===== src/rtl/pwm_fade_pkg.sv =====
// Shared types and width helpers for the PWM fade sequencer.
package pwm_fade_pkg;

  typedef enum logic [2:0] {
    IDLE,
    UP,
    HOLD_HI,
    DOWN,
    HOLD_LO
  } fade_state_t;

  localparam int unsigned R_DEFAULT = 10;

  // Duty width (R+1) and the widened width (R+2) used for overflow-free ramp math
  function automatic int unsigned duty_w(input int unsigned r);
    return r + 1;
  endfunction

  function automatic int unsigned ext_w(input int unsigned r);
    return r + 2;
  endfunction

endpackage


===== src/rtl/fade_tick_gen.sv =====
// Prescale counter: pulses tick every dvsr+1 enabled clocks, restarts from 0 on clr.
module fade_tick_gen (
  input  logic        clk,
  input  logic        reset,
  input  logic        clr,
  input  logic        en,
  input  logic [31:0] dvsr,
  output logic        tick
);

  logic [31:0] q;

  assign tick = en && (q == dvsr);

  always_ff @(posedge clk) begin
    if (reset) begin
      q <= '0;
    end else if (clr) begin
      q <= '0;
    end else if (en) begin
      if (q == dvsr) q <= '0;
      else           q <= q + 32'd1;
    end
  end

endmodule


===== src/rtl/pwm_fade_ctrl.sv =====
// Duty-cycle sequencer: ramps PWM duty min->max, holds, ramps back, holds; once or looping.
module pwm_fade_ctrl
  import pwm_fade_pkg::*;
#(
  parameter int unsigned R = R_DEFAULT
) (
  input  logic        clk,
  input  logic        reset,
  input  logic        start,
  input  logic        stop,
  input  logic        loop_en,
  input  logic [R:0]  duty_min,
  input  logic [R:0]  duty_max,
  input  logic [R:0]  step,
  input  logic [31:0] step_dvsr,
  input  logic [31:0] hold_cycles,
  output logic [R:0]  duty,
  output logic        busy,
  output logic        done,
  output logic        err
);

  localparam int unsigned DW = duty_w(R);
  localparam int unsigned EW = ext_w(R);

  fade_state_t state, state_n;

  logic [DW-1:0] cfg_min, cfg_max, cfg_step;
  logic [31:0]   cfg_dvsr, cfg_hold;
  logic          cfg_loop;
  logic [31:0]   hold_cnt;

  logic          tick, ramp, hold_end, start_ok, start_bad, seq_done;
  logic [DW-1:0] step_eff;
  logic [EW-1:0] sum_x, floor_x, duty_x, max_x;

  assign ramp      = (state == UP) || (state == DOWN);
  assign hold_end  = (hold_cnt == cfg_hold);
  assign start_ok  = (state == IDLE) && start && !stop && (duty_min <= duty_max);
  assign start_bad = (state == IDLE) && start && !stop && (duty_min > duty_max);

  // A zero step would stall the ramp forever, so it is promoted to 1
  assign step_eff = (cfg_step == '0) ? DW'(1) : cfg_step;
  assign duty_x   = {1'b0, duty};
  assign max_x    = {1'b0, cfg_max};
  assign sum_x    = {1'b0, duty} + {1'b0, step_eff};
  assign floor_x  = {1'b0, cfg_min} + {1'b0, step_eff};

  fade_tick_gen u_step_tick (
    .clk   (clk),
    .reset (reset),
    .clr   (!ramp),
    .en    (ramp),
    .dvsr  (cfg_dvsr),
    .tick  (tick)
  );

  always_ff @(posedge clk) begin
    if (reset) state <= IDLE;
    else       state <= state_n;
  end

  always_comb begin
    state_n = state;
    case (state)
      IDLE:    if (start_ok) state_n = UP;
      UP: begin
        if (stop)                          state_n = IDLE;
        else if (tick && (sum_x >= max_x)) state_n = HOLD_HI;
      end
      HOLD_HI: begin
        if (stop)          state_n = IDLE;
        else if (hold_end) state_n = DOWN;
      end
      DOWN: begin
        if (stop)                             state_n = IDLE;
        else if (tick && (duty_x <= floor_x)) state_n = HOLD_LO;
      end
      HOLD_LO: begin
        if (stop)          state_n = IDLE;
        else if (hold_end) state_n = cfg_loop ? UP : IDLE;
      end
      default: state_n = IDLE;
    endcase
  end

  always_comb begin
    busy     = (state != IDLE);
    seq_done = (state == HOLD_LO) && hold_end && !cfg_loop && !stop;
  end

  always_ff @(posedge clk) begin
    if (reset) begin
      duty     <= '0;
      done     <= 1'b0;
      err      <= 1'b0;
      hold_cnt <= '0;
      cfg_min  <= '0;
      cfg_max  <= '0;
      cfg_step <= '0;
      cfg_dvsr <= '0;
      cfg_hold <= '0;
      cfg_loop <= 1'b0;
    end else begin
      done <= seq_done;
      err  <= start_bad;

      // Counter restarts whenever a hold state is entered or left
      if (((state == HOLD_HI) || (state == HOLD_LO)) && (state_n == state))
        hold_cnt <= hold_cnt + 32'd1;
      else
        hold_cnt <= '0;

      if (start_ok) begin
        cfg_min  <= duty_min;
        cfg_max  <= duty_max;
        cfg_step <= step;
        cfg_dvsr <= step_dvsr;
        cfg_hold <= hold_cycles;
        cfg_loop <= loop_en;
        duty     <= duty_min;
      end else if ((state != IDLE) && stop) begin
        duty <= cfg_min;
      end else if (tick) begin
        if (state == UP)
          duty <= (sum_x >= max_x) ? cfg_max : sum_x[DW-1:0];
        else if (state == DOWN)
          duty <= (duty_x <= floor_x) ? cfg_min : duty - step_eff;
      end
    end
  end

endmodule


===== config.mk =====
export PLATFORM = sky130hd
export DESIGN_NAME = pwm_fade_ctrl
export DESIGN_NICKNAME = d
export VERILOG_FILES = /design/src/rtl/pwm_fade_pkg.sv /design/src/rtl/fade_tick_gen.sv /design/src/rtl/pwm_fade_ctrl.sv
export SDC_FILE = /design/constraint.sdc
export NUM_CORES = 1
export LEC_CHECK = 0
export CORE_MARGIN = 2
export CORE_UTILIZATION = 52
export CTS_CLUSTER_DIAMETER = 80
export DETAILED_ROUTE_END_ITERATION = 12
export GPL_TIMING_DRIVEN = 0
export HOLD_SLACK_MARGIN = 0.15
export PLACE_DENSITY = 0.78
export SYNTH_ARGS = -nofsm -noshare
export SYNTH_HDL_FRONTEND = slang
export SYNTH_HIERARCHICAL = 1
export SYNTH_SLANG_ARGS = --single-unit
export TNS_END_PERCENT = 1

===== constraint.sdc =====
create_clock -name clk -period 4.4 [get_ports clk]
set_input_delay 0.88 -clock clk [delete_from_list [all_inputs] [get_ports clk]]
set_output_delay 0.88 -clock clk [all_outputs]
set_load 0.01 [all_outputs]

==> impl_metrics.yaml <==
placed_design:
  dpl_worst_slack_ps: -1020
  port_buffers: 115
  dp_hpwl_mm: 21.8
  gp_routability_congestion: 0.955
  dpl.cell_count: 1668
  dpl_cell_area_um2: 11700
drt:
  top_layer: "met4"
  routedWlPerCell_um: 17.0
  wl_met3_mm: 1.65
  first_pass_iters: 6
  via_per_inst: 5.64
  drtIter0Drc: 669
  met2_length_mm: 13.5
  routed_wl_mm: 28.9
  vias: 9610
  ant_nets: 0
  wl_met1_mm: 13.1
  drcViolationCount: 0
yosys:
  ys_types: 67
  avgSynthCellArea_um2: 7.95
  synth_nets: 1460
  ys_seq_area_share_pct: 34.8
  yosysWarnings: 6
  synth_edf_count: 0
  ys.flop_type: "dfxtp_1"
  synthTopCellsByArea: "dfxtp_1, nand2_1, ha_1"
  synthCells: 1288
  ys_ff_latch: 178
  yosys.area.top_type: "dfxtp_1"
  async_flop_share_pct: 0
  synth_area_um2: 10200
  netlist.area_leader.share_pct: 34.8
cells_and_area:
  area_growth_pct: 22.9
  design_area_um2: 12600
  drive_above_1_share_pct: 7.58
  antennaDiodeCount: 0
  fillers: 1713
  stdcell_count: 1703
  fin_nets: 1599
worst_setup_path:
  crit_start: "cfg_step[10]$_SDFFE_PP0P_"
  path_max_fanout: 9
  critical_path_arrival_ps: 4780
  crit_type: "reg -> reg"
  required_ps: 4690
  crit_path_end_kind: "register"
  start_kind: "register"
  rr_startpoint: "cfg_step[10]$_SDFFE_PP0P_"
timing:
  slew-limit-headroom_pct: 40.3
  period_minus_slack_ps: 4490
  rsz0062_at_grt: "yes"
  skew_ps: 11.1
  worstMarginPinSlew_ps: 895
  finalHoldViolCount: 0
  setup_ws_ps: -85.8
  setup_viol: 4
  maxSlewViolCount: 0
  post-route-period-util_pct: 102
  max_freq_mhz: 223
  tns_ps: -191
grt:
  overflow: 0
  grt_use_total_pct: 27.7
  grt_start_max_net_pins: 17
  antenna_found_initial: 0
  grt_pass1_wl_mm: 44.9
  grt_pass1_vias: 8769
clock_network:
  h-tree-depth: 4
  clk_latency_ps: 440
  clkTransAtPathRegs_ps: 60
  cts_buffers: 17
  cts_sinks: 178
  cts_tree: "yes"
  hold_buffers: 0
  clockBufferDepth: 2
  cts_root_buf: "clkbuf_16"
die:
  die_x_um: 144
  initial_core_util_pct: 52.8
  die_y_um: 144
  coreArea_um2: 19400
  design.die.area_um2: 20800
  pin_count: 116
  row_count: 51
power:
  peakVddDrop_mv: 0.333
  p_leak_nw: 4.72
  p_per_area_nw_per_um2: 351
  total_power_w: 0.00441
hold_path:
  hold_path_class: "reg -> reg"
  worstHoldStart: "cfg_max[6]$_SDFFE_PP0P_"
status:
  violations: "setup timing"
  status: "complete, but fails checks"
job:
  cap_violations: 0
## synth_stat cells, types with 9 or more instances
cell type,count
xnor2_1,65
dfxtp_1,178
clkbuf_1,49
and3_1,15
nand4_1,31
nand2_1,240
nand3_1,33
a21oi_1,136
inv_1,54
o211ai_1,9
o21ai_0,43
nor3_1,15
buf_2,16
nor4_1,20
xor2_1,73
nor2_1,94
ha_1,67
nand2b_1,14
## timing repair
action	4_1_cts	5_1_grt
setup buffers	5	1
setup endpoints to repair	14	14
resized for setup	37	21
endpoints found under the hold margin	0	0
pin swaps	9	16
## sequential cells by signal (all words and copies together) (netlist names), 3 cells and up
signal / flops
cfg_dvsr: 32
cfg_hold: 32
hold_cnt: 32
u_step_tick/q: 32
cfg_max: 11
cfg_min: 11
cfg_step: 11
duty: 11
state: 3
## layer usage
| layer | vias up | GRT usage [%] |
|---|---|---|
| met5 | - | 0 |
| met4 | 0 | 9.45 |
| met3 | 64 | 3.64 |
| met2 | 317 | 45.5 |
| met1 | 4512 | 37.7 |
| li1 | 4717 | - |
## cell usage in the layout, fill, tap and decap left out, types with 5 or more instances in the layout
| cell | n |
|---|---|
| nor4_1 | 17 |
| or3_1 | 8 |
| o21ai_0 | 35 |
| nand3_1 | 33 |
| clkbuf_1 | 48 |
| xor2_1 | 73 |
| and4_1 | 6 |
| nor3_1 | 15 |
| clkbuf_16 | 17 |
| o211ai_1 | 9 |
| mux2i_1 | 5 |
| dfxtp_1 | 173 |
| mux2_2 | 5 |
| xnor2_1 | 65 |
| ha_1 | 65 |
| buf_6 | 5 |
| nand2b_1 | 14 |
| a21oi_1 | 135 |
| nand2_1 | 240 |
| o21ai_1 | 7 |
| inv_1 | 54 |
| buf_4 | 5 |
| a221oi_1 | 5 |
| nor2_1 | 93 |
| nand4_1 | 31 |
| clkdlybuf4s50_1 | 115 |
| and3_1 | 15 |
| a21o_1 | 7 |
| buf_2 | 15 |
## area by class of cell
class                           instances  area [um2]  share of cell area, %
Clock inverter                         12         159                   1.26
Sequential cell                       178        3570                   28.4
Tap cell                              265         332                   2.64
Multi-Input combinational cell        985        6360                   50.5
Clock buffer                           18         439                   3.49
Inverter                               55         206                   1.64
Timing Repair Buffer                  121        1200                   9.54
Buffer                                 69         310                   2.47
## cells by family (layout without fill, tap and decap cells)
logic type	count (synthesis)	after routing	share of synthesized area, %
AOI/OAI and AO/OA	264	264	15.8
DFF	178	178	34.8
muxes	10	10	1.04
and+or+nand+nor	503	503	22.9
buffers and inverters	125	275	4.95
adders and majority gates	70	70	8.78
xor gates and xnor gates	138	138	11.8
## worst max-delay path, cell delays in order (launching register included)
cell and delay [ps]:
dfxtp_4 380, nor4_4 270, a41o_1 270, ha_2 210
fa_1 200, nand2b_1 100, a221oi_2 340, o21bai_2 160
a2111oi_4 360, a211oi_2 80, ha_1 320, and4_1 210
a2111oi_1 380, o311a_1 250, buf_6 160, mux2_2 360
o211ai_1 180, a31oi_1 110
## per-stage QoR
step | hold slack (ps) | utilization (%)
global route | 475 | 64.8
finish | 462 | 64.8
global placement | 446 | 60.4
floorplan | 422 | -
CTS | 462 | 64.3
detailed placement | 453 | 60.4
## final timing paths
path / end / slack, ps / cells after the start
worst max-delay path: duty[2]$_SDFFE_PP0P_ / -90 / 17
worst max register to register: duty[2]$_SDFFE_PP0P_ / -90 / 17
worst min-delay path: cfg_max[6]$_SDFFE_PP0P_ / 460 / 2
worst min register to register: cfg_max[6]$_SDFFE_PP0P_ / 460 / 2
## power breakdown
group / internal (W) / total, W / switching, W / leakage [nW]
registers: 0.00167 / 0.00175 / 0.0000713 / 1.45
logic: 0.000506 / 0.00111 / 0.000605 / 2.98
clock network: 0.000907 / 0.00156 / 0.000649 / 0.294
total: 0.00309 / 0.00441 / 0.00133 / 4.72
No activity file was read; power rests on OpenSTA's default activity.
